==> config.mk <==
export PLATFORM = sky130hd
export DESIGN_NAME = da_tx
export DESIGN_NICKNAME = d
export VERILOG_FILES = /design/src/rtl/da_tx.sv
export SDC_FILE = /design/constraint.sdc
export NUM_CORES = 1
export LEC_CHECK = 0
export ABC_CLOCK_PERIOD_IN_PS = 1900
export CAP_MARGIN = 20
export CORE_ASPECT_RATIO = 2
export CORE_MARGIN = 2
export CORE_UTILIZATION = 49
export DETAILED_ROUTE_END_ITERATION = 10
export MAX_ROUTING_LAYER = met4
export PLACE_DENSITY_LB_ADDON = 0.05
export SYNTH_ARGS = -nofsm -noshare
export SYNTH_HDL_FRONTEND = slang
export SYNTH_SLANG_ARGS = --single-unit
==> constraint.sdc <==
create_clock -name clk -period 1.9 [get_ports clk]
set_input_delay 0.285 -clock clk [delete_from_list [all_inputs] [get_ports clk]]
set_output_delay 0.285 -clock clk [all_outputs]
set_load 0.02 [all_outputs]
==> src/rtl/da_tx.sv <==
// Serial DAC transmitter: shifts a DATA_W word MSB first on daclk with an
// active-low chip select; every output comes straight from a register.
module da_tx #(
  parameter int DATA_W = 8,
  parameter int HALF   = 20
) (
  input  logic              clk,
  input  logic              rstn,
  input  logic              start,
  input  logic [DATA_W-1:0] din,
  output logic              dacs,
  output logic              daclk,
  output logic              dadata,
  output logic              busy,
  output logic              done
);

  localparam int DVW = (HALF > 1) ? $clog2(HALF) : 1;
  localparam int BW  = $clog2(DATA_W + 1);

  typedef enum logic [2:0] {IDLE, SETUP, HIGH, LOW, GAP} state_t;

  state_t            state_reg;
  logic [DVW-1:0]    div_reg;
  logic [BW-1:0]     bit_reg;
  logic [DATA_W-1:0] shift_reg;
  logic [DATA_W-1:0] shift_next;
  logic              div_end;
  logic              last_bit;
  logic              all_sent;

  assign shift_next = shift_reg << 1;
  assign div_end    = (div_reg == DVW'(HALF - 1));
  assign last_bit   = (bit_reg == BW'(DATA_W - 1));
  assign all_sent   = (bit_reg == BW'(DATA_W));

  always_ff @(posedge clk or negedge rstn) begin
    if (!rstn) begin
      state_reg <= IDLE;
      div_reg   <= '0;
      bit_reg   <= '0;
      shift_reg <= '0;
      dacs      <= 1'b1;
      daclk     <= 1'b0;
      dadata    <= 1'b0;
      busy      <= 1'b0;
      done      <= 1'b0;
    end else begin
      done <= 1'b0;
      case (state_reg)
        IDLE: begin
          if (start) begin
            state_reg <= SETUP;
            shift_reg <= din;
            dadata    <= din[DATA_W-1];
            dacs      <= 1'b0;
            busy      <= 1'b1;
            div_reg   <= '0;
            bit_reg   <= '0;
          end
        end
        SETUP: begin
          if (div_end) begin
            state_reg <= HIGH;
            daclk     <= 1'b1;
            div_reg   <= '0;
          end else begin
            div_reg <= div_reg + 1'b1;
          end
        end
        HIGH: begin
          if (div_end) begin
            state_reg <= LOW;
            daclk     <= 1'b0;
            div_reg   <= '0;
            bit_reg   <= bit_reg + 1'b1;
            // Next bit is launched on the falling edge; after the last bit the
            // final LOW phase holds dadata so the DAC hold time is met.
            if (!last_bit) begin
              shift_reg <= shift_next;
              dadata    <= shift_next[DATA_W-1];
            end
          end else begin
            div_reg <= div_reg + 1'b1;
          end
        end
        LOW: begin
          if (div_end) begin
            div_reg <= '0;
            if (all_sent) begin
              state_reg <= GAP;
              dacs      <= 1'b1;
              dadata    <= 1'b0;
            end else begin
              state_reg <= HIGH;
              daclk     <= 1'b1;
            end
          end else begin
            div_reg <= div_reg + 1'b1;
          end
        end
        GAP: begin
          if (div_end) begin
            state_reg <= IDLE;
            busy      <= 1'b0;
            done      <= 1'b1;
            div_reg   <= '0;
            bit_reg   <= '0;
            shift_reg <= '0;
          end else begin
            div_reg <= div_reg + 1'b1;
          end
        end
        default: begin
          state_reg <= IDLE;
          dacs      <= 1'b1;
          daclk     <= 1'b0;
          dadata    <= 1'b0;
          busy      <= 1'b0;
        end
      endcase
    end
  end

endmodule
==> run metrics <==
number of antenna violations at the first check in global routing=0; Synth warnings=0; distinct cell type count of the synthesized netlist=37; synthesized flop and latch total=24; hold-fix buffer count after cts=0; type of the worst setup path=reg -> reg; height of the chip=76.4 um; area occupied by multi-input gates=639 um2; fraction of registers with async set/reset=1.00; global-route wire length before repair=4910 um; aggregate negative setup slack=0 ns; top post-synthesis cells by area=dfrtp_1, nor2_1, a21oi_1; effective utilization at floorplan=0.506; highest achievable clock rate=549 MHz; average detailed-routed wire length per instance=14.5 um; Filler Cell Count=240; final wirelength=2890 um; floorplan die width=40.2 um; total power density per cell area=1410 nW/um2; net switching power figure=875 uW; CTS tree=done; part of the total power dissipated in sequential elements=0.397; vias=1131; kind of cell adding the most delay to the critical path=simple AND/OR/NAND/NOR gates; placeable core area=2540 um2; Most used DFF post-synth=dfrtp_1; highest ir drop seen on vdd=0.885 mV; Buf+Inv Stages, Crit Path=0; standby leakage power=0.000702 uW; area of the die=3070 um2; Critical Path End Type=flop; Critical Path Start Type=flop; aggregate global routing overflow=0; total CTS buffers=3; number of sinks on the clock net=24; total area of sequential cells=602 um2; antenna cell count=0; required time worst endpoint=2.10 ns; unrepaired setup endpoints after global routing=false; maximum single-stage delay on the critical path=0.50 ns; growth of design area from synthesis to finish=27.6%; sequential share of the synthesized area=0.468; final-stage net count=186; final setup violation count=0; average cell area after synthesis=9.18 um2; Post-synth EDFFs=0; Crit-path slowest cell=or4_1; I/O pin cnt=16; largest area contributor in the synthesized netlist=dfrtp_1; proportion of total power due to net switching=0.379; crit path cell chain=ha_2, and4bb_1, a2bb2oi_1, or2_1, or4_1, nand3_1; row cnt=26; relative contribution of the clock network to total power=0.148; netlist area before placement=1280 um2; gp weighted congestion=0.811; Max Root-Sink Buffers=2; Clock Root Buffer=clkbuf_8; post-layout minimum cycle time=1.82 ns; syn nets=154; Final HPWL DP=2210 um; antenna-violating nets left=0; fraction of synthesized cell area taken by the top area cell type=0.448; hold crit path type=in -> async; number of DRC violations after detailed-routing iteration 0=46; share of the cycle needed by the critical path after routing=0.959; number of DRC violations after detailed routing=0; Final Hold Vio Count=0; gate count after technology mapping=140; max-slew headroom at the worst pin=0.787; fraction of layout instances using a drive strength above 1=0.152; number of flip-flops under the largest register name=7; vias in the first global route=1194; run status=finished, final reports clean; WP data arrival=2.03 ns; global router's overall resource usage=0.224; Layout Utilization=0.646; clock transition at the registers of the reported paths=0.08 ns; Initial DRT Pass Iterations=4; P_int=1430 uW; source-to-sink clock delay at the later pin of the worst-skew pair=0.26 ns; largest clock skew in the final design=0.00198 ns; largest net degree at the start of global routing=25; Max H-tree Level=1; quantity of I/O buffers inserted on ports=15; portion of total power attributed to combinational logic=0.455; actual slew at the worst max-slew pin=0.316 ns; Max Cap Viol=0; minimum hold slack=0.379 ns; detailed-route vias per instance=5.68; largest fanout on the critical path=5; number of max-slew violations in the final report=0
## cells in the mapped netlist, drive strengths merged (3+ instances only)
library cell   n
a22oi          6
nand2b         3
ha             3
nand2          8
clkbuf         3
o31ai          3
inv            4
dfrtp         23
o21ai         12
buf            4
nand3         11
a21oi         12
nor2          18
## worst reg2reg max path, stage by stage, from the launching register on
cell       delay, ns
dfrtp_1         0.37
ha_2            0.23
and4bb_1        0.25
a2bb2oi_1       0.10
or2_1           0.24
or4_1           0.50
nand3_1         0.09
## what timing repair did
action	in CTS	in global routing
resized for setup	1	0
buffers inserted	0	2
setup endpoints to repair	1	2
## layer usage
layer | up-vias | share of wire | GRT usage
met5 | - | 0 | -
met4 | 0 | 0.0069 | 0.0600
met3 | 2 | 0.015 | 0.0175
met2 | 14 | 0.59 | 0.416
met1 | 549 | 0.39 | 0.225
li1 | 566 | - | -
## path summary, 6_finish.rpt
| check | startpoint | endpoint | cells past startpoint | slack, ns |
|---|---|---|---|---|
| worst max-delay path | div_reg[1] | bit_reg[3] | 6 | 0.08 |
| worst min-delay path | rstn | daclk | 2 | 0.38 |
| worst max register to register | div_reg[1] | bit_reg[3] | 6 | 0.08 |
| worst min register to register | dadata | dadata | 1 | 0.51 |
| max in group asynchronous | rstn | dacs | 2 | 1.23 |
| min in group clk | dadata | dadata | 1 | 0.51 |
## power groups by stage
stage                     Sequential [uW]  Clock [uW]  Combinational (uW)
after floorplan                       886           0                 657
after global placement                913           0                 976
after detailed placement              931           0                1010
after CTS                             920         357                1020
after global routing                  942         381                1180
final                                 915         340                1050
## cells in the final DEF (no fill, tap or decap), types with 2 or more instances in the layout
master,Yosys,layout
nand2_1,8,8
clkdlybuf4s50_1,0,15
nor2b_1,2,2
nor2_1,18,18
clkbuf_8,0,4
a22oi_1,6,6
nor3_1,2,2
dfrtp_1,23,23
mux2i_1,2,2
nand3_1,11,11
or2_1,2,2
ha_1,3,2
a21oi_1,12,12
nand2b_1,3,3
o31ai_1,3,3
xor2_1,2,2
inv_1,4,4
and2_1,2,2
o21ai_0,12,12
buf_4,0,19
## through the flow
stage | cell area [um2] | setup WS (ns) | total power [uW] | std cells
3_5_place_dp | 1570 | -0.105 | 1940 | 193
4_1_cts | 1620 | 0.0143 | 2300 | 197
2_1_floorplan | 1280 | 0.103 | 1540 | 140
6_report | 1640 | 0.0778 | 2310 | 199
5_1_grt | 1640 | 0.00752 | 2500 | 199
3_3_place_gp | 1570 | -0.0804 | 1890 | 193
## cell families after synthesis
| family | count (synthesis) | share of synthesized area |
|---|---|---|
| buffers and inverters | 11 | 0.0360 |
| multiplexers | 3 | 0.0243 |
| adder cells (fa/ha/maj) | 3 | 0.0292 |
| flip-flops | 24 | 0.468 |
| AND/OR/NAND/NOR | 55 | 0.219 |
| AO/OA/AOI/OAI | 42 | 0.209 |
| XOR/XNOR | 2 | 0.0136 |
## final cells by class
class	instances	area share
clock buffers	4	0.0336
inverters	4	0.00916
multi-input cells	105	0.390
flip-flops and latches	24	0.367
well taps	28	0.0214
repair buffers	34	0.179
Note: power is estimated with default switching activity, not from simulation.
